**src/rtl/mo_pixel_shifter_if.sv**
```systemverilog
// Load-side handshake for the motion-object pixel shifter: one graphics word,
// palette code and flip flag per LD_VALID/LD_READY transfer.
interface mo_pixel_shifter_if;
  localparam int unsigned PD_W    = 32;
  localparam int unsigned COLOR_W = 3;

  logic [PD_W-1:0]    PD;
  logic [COLOR_W-1:0] PCOLOR;
  logic               PFLIP;
  logic               LD_VALID;
  logic               LD_READY;

  modport master (output PD, output PCOLOR, output PFLIP, output LD_VALID, input  LD_READY);
  modport slave  (input  PD, input  PCOLOR, input  PFLIP, input  LD_VALID, output LD_READY);
endinterface

```
**src/rtl/mo_pixel_shifter.sv**
```systemverilog
// Motion-object pixel serializer: double-buffers 8-pixel, 4-plane words and
// emits one {color, pixel} per MCKR toward the line buffer, transparent when idle.
module mo_pixel_shifter (
  input  logic                   MCKR,
  input  logic                   RESET_b,
  mo_pixel_shifter_if.slave      ld,
  input  logic                   ABORT,
  output logic [6:0]             MOSR,
  output logic                   MOVLD,
  output logic                   LAST
);
  localparam int unsigned COLOR_W = 3;
  localparam int unsigned PIX_W   = 4;
  localparam int unsigned PIX_N   = 8;
  localparam int unsigned PD_W    = PIX_W * PIX_N;
  localparam int unsigned CNT_W   = 3;
  localparam int unsigned MOSR_W  = COLOR_W + PIX_W;
  localparam logic [MOSR_W-1:0] TRANSPARENT = MOSR_W'(7'h0F);
  localparam logic [CNT_W-1:0]  PCNT_LAST   = CNT_W'(PIX_N - 1);

  typedef struct packed {
    logic [PD_W-1:0]    pd;
    logic [COLOR_W-1:0] color;
    logic               flip;
  } word_t;

  typedef enum logic {IDLE, SHIFT} state_t;

  state_t            state_q, state_d;
  word_t             hold_q, sr_q, sr_d;
  logic              hfull_q, hfull_d;
  logic [CNT_W-1:0]  pcnt_q, pcnt_d;
  logic              ld_ready, accept;
  logic [MOSR_W-1:0] mosr_d;
  logic              movld_d, last_d;

  // Unflipped words emit MSB first; flip reverses bit order across all planes.
  function automatic logic [PIX_W-1:0] pick(input word_t w, input logic [CNT_W-1:0] k);
    logic [CNT_W-1:0] idx;
    idx = w.flip ? k : ~k;
    return {w.pd[{2'd3, idx}], w.pd[{2'd2, idx}], w.pd[{2'd1, idx}], w.pd[{2'd0, idx}]};
  endfunction

  assign ld_ready    = RESET_b & ~hfull_q & ~ABORT;
  assign ld.LD_READY = ld_ready;
  assign accept      = ld.LD_VALID & ld_ready;

  // Next-state and output decode; outputs are registered from the next state.
  always_comb begin
    state_d = state_q;
    sr_d    = sr_q;
    pcnt_d  = pcnt_q;
    hfull_d = hfull_q;
    mosr_d  = TRANSPARENT;
    movld_d = 1'b0;
    last_d  = 1'b0;

    if (ABORT) begin
      state_d = IDLE;
      pcnt_d  = '0;
      hfull_d = 1'b0;
    end else begin
      case (state_q)
        IDLE: begin
          if (hfull_q) begin
            sr_d    = hold_q;
            pcnt_d  = '0;
            hfull_d = 1'b0;
            state_d = SHIFT;
          end
        end
        SHIFT: begin
          if (pcnt_q == PCNT_LAST) begin
            pcnt_d = '0;
            if (hfull_q) begin
              sr_d    = hold_q;
              hfull_d = 1'b0;
            end else begin
              state_d = IDLE;
            end
          end else begin
            pcnt_d = pcnt_q + CNT_W'(1);
          end
        end
        default: state_d = IDLE;
      endcase
      if (accept) hfull_d = 1'b1;
    end

    if (state_d == SHIFT) begin
      mosr_d  = {sr_d.color, pick(sr_d, pcnt_d)};
      movld_d = 1'b1;
      last_d  = (pcnt_d == PCNT_LAST) & ~hfull_d;
    end
  end

  // State, storage and output registers.
  always_ff @(posedge MCKR or negedge RESET_b) begin
    if (!RESET_b) begin
      state_q <= IDLE;
      hold_q  <= '0;
      sr_q    <= '0;
      hfull_q <= 1'b0;
      pcnt_q  <= '0;
      MOSR    <= TRANSPARENT;
      MOVLD   <= 1'b0;
      LAST    <= 1'b0;
    end else begin
      state_q <= state_d;
      sr_q    <= sr_d;
      hfull_q <= hfull_d;
      pcnt_q  <= pcnt_d;
      MOSR    <= mosr_d;
      MOVLD   <= movld_d;
      LAST    <= last_d;
      if (accept) hold_q <= {ld.PD, ld.PCOLOR, ld.PFLIP};
    end
  end
endmodule
```
**src/flat_wrapper.sv**
```systemverilog
// flat-port wrapper written by rule: the top's interface ports become plain ports
module mo_pixel_shifter_flat 
  (MCKR, RESET_b, ABORT, MOSR, MOVLD, LAST, ld_PD, ld_PCOLOR, ld_PFLIP, ld_LD_VALID, ld_LD_READY);
  mo_pixel_shifter_if ld_i ();
  input  logic MCKR;
  input  logic RESET_b;
  input  logic ABORT;
  output logic [6:0] MOSR;
  output logic MOVLD;
  output logic LAST;
  input wire logic [$bits(ld_i.PD)-1:0] ld_PD;
  input wire logic [$bits(ld_i.PCOLOR)-1:0] ld_PCOLOR;
  input wire logic [$bits(ld_i.PFLIP)-1:0] ld_PFLIP;
  input wire logic [$bits(ld_i.LD_VALID)-1:0] ld_LD_VALID;
  output wire logic [$bits(ld_i.LD_READY)-1:0] ld_LD_READY;
  assign ld_i.PD = ld_PD;
  assign ld_i.PCOLOR = ld_PCOLOR;
  assign ld_i.PFLIP = ld_PFLIP;
  assign ld_i.LD_VALID = ld_LD_VALID;
  assign ld_LD_READY = ld_i.LD_READY;
  mo_pixel_shifter u_core (.MCKR(MCKR), .RESET_b(RESET_b), .ld(ld_i), .ABORT(ABORT), .MOSR(MOSR), .MOVLD(MOVLD), .LAST(LAST));
endmodule
```
**config.mk**
```make
export PLATFORM = sky130hd
export DESIGN_NAME = mo_pixel_shifter_flat
export DESIGN_NICKNAME = d
export VERILOG_FILES = /design/src/rtl/mo_pixel_shifter_if.sv /design/src/rtl/mo_pixel_shifter.sv /design/src/flat_wrapper.sv
export SDC_FILE = /design/constraint.sdc
export NUM_CORES = 1
export LEC_CHECK = 0
export ABC_AREA = 1
export BUFFER_PORTS_ARGS = -buffer_cell sky130_fd_sc_hd__buf_2
export CAP_MARGIN = 15
export CORE_MARGIN = 1.5
export CORE_UTILIZATION = 30
export DETAILED_ROUTE_END_ITERATION = 6
export PLACE_DENSITY_LB_ADDON = 0.25
export RECOVER_POWER = 50
export SYNTH_ARGS = -nofsm -noshare
export SYNTH_HDL_FRONTEND = slang
export SYNTH_SLANG_ARGS = --single-unit
```
**constraint.sdc**
```tcl
create_clock -name MCKR -period 2 [get_ports MCKR]
set_input_delay 0.3 -clock MCKR [delete_from_list [all_inputs] [get_ports MCKR]]
set_output_delay 0.3 -clock MCKR [all_outputs]
set_load 0.03 [all_outputs]
```
==> flow_summary.toml, run 1 <==
[worst_setup_path]
cp-endpoint = "u_core.MOSR[0]"
cp.required_ns = 2.25
worstSetupStartpointType = "flop"
r2r_slack_ns = 0.07
crit_fanout = 6
crit_type = "flop to flop"
end_kind = "flop"
timing.rr.end = "u_core.MOSR[0]"
worstPathArrival_ns = 2.19
r2r_cells = 14
r2r-start = "u_core.pcnt_q[0]"
setup.worst_path.start = "u_core.pcnt_q[0]"

[synth]
syn-cell-area_um2 = 3640
syn_inst = 367
synth_cell_types = 26
yosysWarningCount = 0
yosys_register_bits = 85
ys_seq_area_share_pct = 58.6
synthesis.nets = 410
synth_area_per_cell_um2 = 9.92

[timing]
fin_crit_sh_pct = 96.7
setup_viol = 0
hold_viol_final = 0
worst_slew_pin_slew_ns = 1.16
fin_ws_ns = 0.0652
fin_worst_skew_ns = 0.00554
max_slew_margin_pct = 22.4
report.final.slew_viol_count = 0
fmax_mhz = 517
fin_setup_tns_ns = 0
fin_crit_ns = 1.93

[route]
ant_nets = 0
totalWireLength_um = 9150
drt-wirelength-per-cell_um = 15.5
num_vias = 2799
avgViaCountPerCell = 4.73
drtIter0Drc = 116
first_pass_iters = 5
drc = 0

[die]
die_x_um = 113
rows = 40
start_util_pct = 30.6
die_h_um = 113
dieArea_um2 = 12800
io_pins = 50
coreArea_um2 = 11900

[min_path]
hp-class = "primary input to flop"

[placed_design]
dpl.hpwl_um = 5080
place_ws_ns = -0.154
place_congestion = 0.758
port_buffers = 49
numPlacedInstances = 556

[power_and_ir_drop]
power.switching_mw = 1.56
vdd_ir_drop_max_uv = 410
comb_power_share_pct = 26.3
p_int_mw = 3.55
finalPower_mw = 5.11
power.density_nw_per_um2 = 1060
pwr-share-seq_pct = 44.6
power.leakage_nw = 2.35
p_clk_share_pct = 29.1
switching_share_pct = 30.5

[global_route]
groute.usage.overall_pct = 13.7
grt_pass1_vias = 2742
antenna_found_initial = 0
grt_overflow = 0
grt_pass1_wl_um = 13700
grt_max_degree = 86

[final_layout]
area_growth_pct = 31.9
n_fill_cell = 1172
final_common_cell = "nand2_1"
nNetsFinal = 483
num_antenna_cells = 0
final_cell_count_no_fill = 592
layout_common_cells = "nand2_1 (125), dfrtp_1 (81), buf_2 (44), nand3_1 (40), mux2_2 (33)"
multiInputGateArea_um2 = 1510
utilization_pct = 40.3
post_route_cells_drive_above_1_share_pct = 34.6
layout.area.seq_um2 = 2130

[outcome]
status = "finished, final reports clean"

[clock_tree]
clock_path_buffers = 2
clk_latency_ns = 0.33
cts_sinks = 85
cts_tree = "built"
htree_levels = 3
clk_pin_slew_worst_paths_ns = 0.06
cts-root-buf = "clkbuf_16"
hold_buffers = 0
numCtsBuffers = 9

[job]
maxCapViolations = 0
[critical path: stages (launching register included)]
cell	delay, ns
dfrtp_1	0.40
ha_2	0.19
ha_2	0.17
inv_2	0.07
nand2_4	0.06
nand3_4	0.10
buf_12	0.15
buf_8	0.14
clkinv_8	0.07
nand2_1	0.05
nand2_1	0.09
nand2_1	0.09
nand3_1	0.08
nand3_1	0.09
nand3_1	0.09
[power groups by stage]
stage / clock [mW] / combinational (mW) / sequential [mW]
5_1_grt: 1.61 / 1.50 / 2.33
6_report: 1.49 / 1.35 / 2.28
2_1_floorplan: 0 / 0.761 / 2.28
3_3_place_gp: 0 / 1.04 / 2.30
4_1_cts: 1.53 / 1.13 / 2.28
3_5_place_dp: 0 / 1.06 / 2.31
[area by class of cell]
type / count / share of cell area (%)
inverter: 21 / 1.95
multi-input combinational: 249 / 31.5
clock buffer: 12 / 4.92
sequential: 85 / 44.4
tap: 147 / 3.83
timing repair buffer: 71 / 11.7
timing repair inverter: 3 / 1.15
clock inverter: 4 / 0.521
[cell usage after synthesis]
cell type	number	share of area (%)
ha_1	3	1.0
buf_4	1	0.21
buf_6	1	0.31
a211oi_1	3	0.62
mux2_2	33	10
nand2_2	2	0.34
nand3_1	41	5.6
o21ai_1	1	0.14
xnor2_2	1	0.45
nor2_1	7	0.72
dfrtp_1	81	56
buf_2	12	1.7
clkinv_1	1	0.10
nand2_1	134	14
xnor2_1	1	0.24
dfstp_2	4	2.9
nand2_4	2	0.62
inv_1	14	1.4
a21oi_1	9	1.2
nor3_1	1	0.14
or2_2	3	0.52
or2_1	1	0.17
inv_2	6	0.62
nand4_1	1	0.17
nand3_2	3	0.83
o31ai_1	1	0.21
[metrics by stage]
stage / cell area, um2 / hold slack (ns)
finish: 4800 / 0.192
global route: 4800 / 0.181
CTS: 4410 / 0.0771
detailed placement: 4070 / 0.436
global placement: 4070 / 0.432
floorplan: 3640 / 0.00441
[logic make-up (layout without fill, tap and decap cells)]
family / Yosys count / count (layout) / share of synthesized area, %
AND/OR/NAND/NOR: 195 / 197 / 23.0
flip-flops: 85 / 85 / 58.6
AO/OA/AOI/OAI: 14 / 14 / 2.20
multiplexers: 33 / 33 / 10.2
adder cells (fa/ha/maj): 3 / 3 / 1.03
buffers and inverters: 35 / 111 / 4.33
XOR/XNOR: 2 / 2 / 0.688
[routing by layer]
metal / vias to the layer above / track usage, % / wire length, um
met5: - / 0 / 0
met4: 0 / 3.25 / 105
met3: 13 / 4.39 / 396
met2: 68 / 21.6 / 4520
met1: 1369 / 18.4 / 4140
li1: 1349 / - / -
[worst min path at each step]
stage              from                end  depth (start not counted)
2_1_floorplan   RESET_b        u_core.LAST                          0
3_3_place_gp    RESET_b  u_core.hold_q[24]                          2
3_5_place_dp    RESET_b  u_core.hold_q[28]                          2
4_1_cts         RESET_b  u_core.hold_q[28]                          2
5_1_grt        ld_PD[8]  u_core.hold_q[12]                          2
6_report       ld_PD[8]  u_core.hold_q[12]                          2
[state kept, by name, summed over array words and instances, names as in the netlist]
name            flops
u_core.MOVLD        1
u_core.sr_q        36
u_core.MOSR         7
u_core.pcnt_q       3
u_core.hfull_q      1
u_core.hold_q      36
u_core.LAST         1
[what timing repair did]
| action | 4_1_cts | 5_1_grt |
|---|---|---|
| gates resized for setup | 9 | 41 |
| endpoints found under the setup margin | 10 | 5 |
| buffers inserted | 2 | 10 |
| gates cloned | 1 | 7 |
| pin swaps | 2 | 7 |
(Power assumes the default switching activity.)
==> run 2, diff against run 1 <==
--- a/config.mk
+++ b/config.mk
@@ -9,7 +9,7 @@
 export BUFFER_PORTS_ARGS = -buffer_cell sky130_fd_sc_hd__buf_2
 export CAP_MARGIN = 15
 export CORE_MARGIN = 1.5
-export CORE_UTILIZATION = 30
+export CORE_UTILIZATION = 45
 export DETAILED_ROUTE_END_ITERATION = 6
 export PLACE_DENSITY_LB_ADDON = 0.25
 export RECOVER_POWER = 50
==> run 2 against run 1 <==
Compared with the run above: maximum frequency is 0.81% higher; worst hold slack got worse by 0.022 ns; wire length down 9.4%; sequential cell count stayed put; worst setup slack improved by 0.015 ns; first-iteration DRC count is 77% higher; global-route usage increased by 4.6 points; die area fell by 33%.
==> flow_summary.toml, run 2 (synthesized netlist as in run 1, its figures left out) <==
[clock_tree]
clock_path_buffers = 2
cts_sinks = 85
htree_levels = 3
numCtsBuffers = 9
clk_pin_slew_worst_paths_ns = 0.08
cts_tree = "built"
cts-root-buf = "clkbuf_8"
clk_latency_ns = 0.35

[min_path]
whs_path_depth = 2
hold_end = "u_core.hold_q[28]"
hp-class = "primary input to flop"
worstHoldStart = "ld_PD[24]"

[job]
maxCapViolations = 0

[global_route]
met3_usage_pct = 5.58
antenna_found_initial = 0
groute.usage.overall_pct = 18.3
grt_util_met2_pct = 30.0
grt_pass1_wl_um = 12300
grt_pass1_vias = 2711
grt_busiest_layer = "met2"
grt_overflow = 0
grt_max_degree = 86
use_met1_pct = 23.3

[final_layout]
area_growth_pct = 26.7
nNetsFinal = 479
post_route_cells_drive_above_1_share_pct = 33.3
utilization_pct = 59.4
multiInputGateArea_um2 = 1500
n_fill_cell = 648
layout_common_cells = "nand2_1 (129), dfrtp_1 (81), buf_2 (44), nand3_1 (39), mux2_2 (33)"
layout.area.seq_um2 = 2130
num_antenna_cells = 0
final_common_cell = "nand2_1"
biggestRegsByFlops = "u_core.hold_q x36, u_core.sr_q x36, u_core.MOSR x7"
final_area_um2 = 4610

[worst_setup_path]
cpMaxStageDelayCell = "dfrtp_1"
r2r-start = "u_core.pcnt_q[0]"
timing.rr.end = "u_core.MOSR[0]"
crit_fanout = 8
worstPathArrival_ns = 2.20
r2r_slack_ns = 0.08
cp_num_buf_inv = 2
path_delay_family = "simple AND/OR/NAND/NOR gates"
worstPathCellList = "ha_2, ha_1, inv_1, nand2_1, nand2_1, nand3_4, nand3_4, buf_12, nand2_8, nand2_1, nand3_1, nand3_1, nand3_1"
crit_type = "flop to flop"
slowest_delay_ns = 0.41
worstSetupStartpointType = "flop"
r2r_cells = 13
end_kind = "flop"
cp.required_ns = 2.28

[route]
drt-wirelength-per-cell_um = 15.3
first_pass_iters = 4
avgViaCountPerCell = 5.15
num_vias = 2796
totalWireLength_um = 8300
ant_nets = 0
drc = 0
drtIter0Drc = 205

[placed_design]
dpl.hpwl_um = 4650
place_area_um2 = 4000
port_buffers = 49
place_ws_ns = -0.0957
place_congestion = 0.844

[die]
die_h_um = 92.9
dieArea_um2 = 8640
io_pins = 50
rows = 32
start_util_pct = 46.9
coreArea_um2 = 7770
die_x_um = 92.9

[timing]
fin_ws_ns = 0.0807
fin_crit_sh_pct = 96.0
fin_worst_skew_ns = 0.00912
worst_slew_pin_slew_ns = 0.716
fin_setup_tns_ns = 0
report.final.slew_viol_count = 0
max_slew_margin_pct = 52.3
fmax_mhz = 521
hold_viol_final = 0
fin_crit_ns = 1.92
setup_viol = 0

[power_and_ir_drop]
power.leakage_nw = 2.29
vdd_ir_drop_max_uv = 647
finalPower_mw = 4.92
power.density_nw_per_um2 = 1070

[outcome]
status = "finished, final reports clean"
## run 2: report_power, final
part,leakage [nW],switching (mW),internal (mW)
clock,0.120,0.608,0.774
sequential,1.04,0.160,2.12
combinational,1.14,0.711,0.550
total,2.29,1.48,3.44
## run 2: cell type report
type / instances / share of cell area, %
flip-flops and latches: 85 / 46.2
multi-input cells: 249 / 32.6
repair buffers: 68 / 10.9
clock buffers: 11 / 3.28
well taps: 102 / 2.77
inverters: 21 / 2.03
clock inverters: 5 / 1.79
repair inverters: 2 / 0.434
## run 2: per-stage QoR
step / hold slack [ns] / instances
2_1_floorplan: 0.00441 / 367
3_3_place_gp: 0.460 / 511
3_5_place_dp: 0.463 / 511
4_1_cts: 0.159 / 527
5_1_grt: 0.149 / 543
6_report: 0.170 / 543
## run 2: worst max-delay path by stage
stage | startpoint | cells after the start | slack (ns) | endpoint
final | u_core.pcnt_q[0] | 13 | 0.08 | u_core.MOSR[0]
after global routing | u_core.pcnt_q[0] | 13 | -0.07 | u_core.MOSR[0]
after CTS | u_core.pcnt_q[0] | 14 | 0.007 | u_core.MOSR[0]
after detailed placement | u_core.pcnt_q[0] | 13 | -0.1 | u_core.MOSR[0]
after global placement | u_core.pcnt_q[0] | 13 | -0.08 | u_core.MOSR[0]
after floorplan | u_core.pcnt_q[0] | 13 | 0.19 | u_core.MOSR[3]
## run 2: routing by layer
metal	vias up	routed length (um)	part of all wire (%)
met5	-	0	0
met4	0	107	1.3
met3	13	467	5.6
met2	88	4120	50
met1	1361	3610	43
li1	1334	-	-
## run 2: timing repair
| action | 4_1_cts | 5_1_grt |
|---|---|---|
| setup buffers | 0 | 6 |
| hold buffers | 0 | 1 |
| gates resized for setup | 6 | 32 |
| endpoints found under the hold margin | 0 | 12 |
| gates cloned | 0 | 8 |
| pin swaps | 0 | 5 |
| setup endpoints to repair | 4 | 4 |
==> run 3, diff against run 2 <==
--- a/config.mk
+++ b/config.mk
@@ -8,10 +8,10 @@
 export ABC_AREA = 1
 export BUFFER_PORTS_ARGS = -buffer_cell sky130_fd_sc_hd__buf_2
 export CAP_MARGIN = 15
+export CORE_ASPECT_RATIO = 1.25
 export CORE_MARGIN = 1.5
 export CORE_UTILIZATION = 45
 export DETAILED_ROUTE_END_ITERATION = 6
-export PLACE_DENSITY_LB_ADDON = 0.25
 export RECOVER_POWER = 50
 export SYNTH_ARGS = -nofsm -noshare
 export SYNTH_HDL_FRONTEND = slang
==> run 3 against run 2 <==
Compared with the run above: worst hold slack lost 0.0036 ns; count of clock-buffer cells in the layout stayed put; core utilization down 3.6 points; global-route usage hardly changed; wire length shrank 9.9%; first-iteration DRC count down 30%; clock power shrank 16%; register-to-register slack is essentially flat.
==> flow_summary.toml, run 3 (synthesized netlist as in run 1, its figures left out) <==
[outcome]
status = "finished, final reports clean"

[power_and_ir_drop]
finalPower_mw = 4.66
vdd_ir_drop_max_uv = 507
power.density_nw_per_um2 = 1060
power.leakage_nw = 2.19

[placed_design]
dpl.hpwl_um = 4820
place_congestion = 0.838
port_buffers = 49
numPlacedInstances = 506
place_area_um2 = 4010

[route]
ant_nets = 0
drc = 0
avgViaCountPerCell = 5.01
num_vias = 2648
totalWireLength_um = 7480
drt-wirelength-per-cell_um = 14.1
drtIter0Drc = 144
first_pass_iters = 4

[timing]
fin_setup_tns_ns = 0
setup_viol = 0
worst_slew_pin_slew_ns = 1.11
report.final.slew_viol_count = 0
max_slew_margin_pct = 26.3
fin_crit_ns = 1.93
fmax_mhz = 519
fin_crit_sh_pct = 96.4
fin_worst_skew_ns = 0.00828
hold_viol_final = 0

[worst_setup_path]
cp.required_ns = 2.27
end_kind = "flop"
crit_path_frequent_cell = "nand3_1"
slowest_delay_ns = 0.40
r2r_cells = 9
crit_type = "flop to flop"
worstPathCellList = "ha_2, ha_1, nor2_1, a21oi_1, nand2_1, xnor2_2, inv_1, nand3_1, nand3_1"
worstSetupStartpointType = "flop"
worstPathArrival_ns = 2.20
crit_fanout = 4
cpMaxStageDelayCell = "dfrtp_1"

[global_route]
grt_overflow = 0
groute.usage.overall_pct = 18.2
antenna_found_initial = 0
grt_pass1_wl_um = 12500
grt_pass1_vias = 2642
grt_max_degree = 45

[final_layout]
biggestRegsByFlops = "u_core.hold_q x36, u_core.sr_q x36, u_core.MOSR x7"
num_antenna_cells = 0
utilization_pct = 55.8
final_cell_count_no_fill = 529
final_area_um2 = 4370
post_route_cells_drive_above_1_share_pct = 32.3
nNetsFinal = 473
final_common_cell = "nand2_1"
layout_common_cells = "nand2_1 (129), dfrtp_1 (81), buf_2 (44), nand3_1 (37), mux2_2 (33)"
area_growth_pct = 20.2

[die]
start_util_pct = 46.4
io_pins = 50
rows = 36
die_x_um = 83.4
die_h_um = 104
coreArea_um2 = 7840
dieArea_um2 = 8640

[job]
maxCapViolations = 0

[clock_tree]
cts-root-buf = "clkbuf_8"
cts_sinks = 85
clock_path_buffers = 2
numCtsBuffers = 9
clk_latency_ns = 0.36
htree_levels = 3
cts_tree = "built"
clk_pin_slew_worst_paths_ns = 0.08
hold_buffers = 0

[min_path]
hp-class = "primary input to flop"
whs_path_depth = 2
==> run 3: report_power, final <==
group | switching (mW) | internal [mW]
clock | 0.593 | 0.569
sequential | 0.152 | 2.12
combinational | 0.681 | 0.542
total | 1.43 | 3.23
==> run 3: metrics by stage <==
stage,hold slack (ns),setup slack [ns]
CTS,0.0313,-0.0195
detailed placement,0.423,-0.127
floorplan,0.00441,0.193
finish,0.166,0.0725
global route,0.152,-0.0281
global placement,0.427,-0.0791
==> run 3: worst max-delay path, delay by kind of cell (launching register included) <==
| family | cells | cell delay, ns |
|---|---|---|
| compound gates | 1 | 0.17 |
| xor+xnor | 1 | 0.27 |
| fa+ha+maj | 2 | 0.47 |
| buf+inv | 1 | 0.15 |
| flops | 1 | 0.40 |
| simple gates | 4 | 0.40 |
==> run 3: repair_timing <==
action                                  4_1_cts  5_1_grt
pin swaps                                     2        8
endpoints found under the hold margin         0        0
endpoints found under the setup margin        6        5
gates resized for setup                       8       19
setup buffers                                 1        7
==> run 3: worst paths after layout <==
kind | from | end | slack, ns
max in group asynchronous | RESET_b | u_core.sr_q[15] | 1.00
worst max-delay path | u_core.pcnt_q[1] | u_core.MOSR[2] | 0.07
worst min register to register | u_core.sr_q[15] | u_core.sr_q[15] | 0.48
min in group asynchronous | RESET_b | u_core.sr_q[10] | 0.27
worst min-delay path | ld_PD[20] | u_core.hold_q[24] | 0.17
worst max register to register | u_core.pcnt_q[1] | u_core.MOSR[2] | 0.07
==> run 3: cell type report <==
cell class                      instances  area, um2
Sequential cell                        85       2130
Multi-Input combinational cell        247       1460
Inverter                               21       88.8
Timing Repair Buffer                   66        398
Fill cell                             737       3460
Tap cell                               95        119
Clock buffer                           11        131
Clock inverter                          4       50.0
==> run 3: metal layers <==
layer / track usage, % / vias up / wire length [um]
met5: 0 / - / 0
li1: - / 1305 / -
met3: 4.14 / 11 / 330
met1: 24.0 / 1270 / 3300
met2: 28.9 / 62 / 3690
met4: 8.31 / 0 / 157
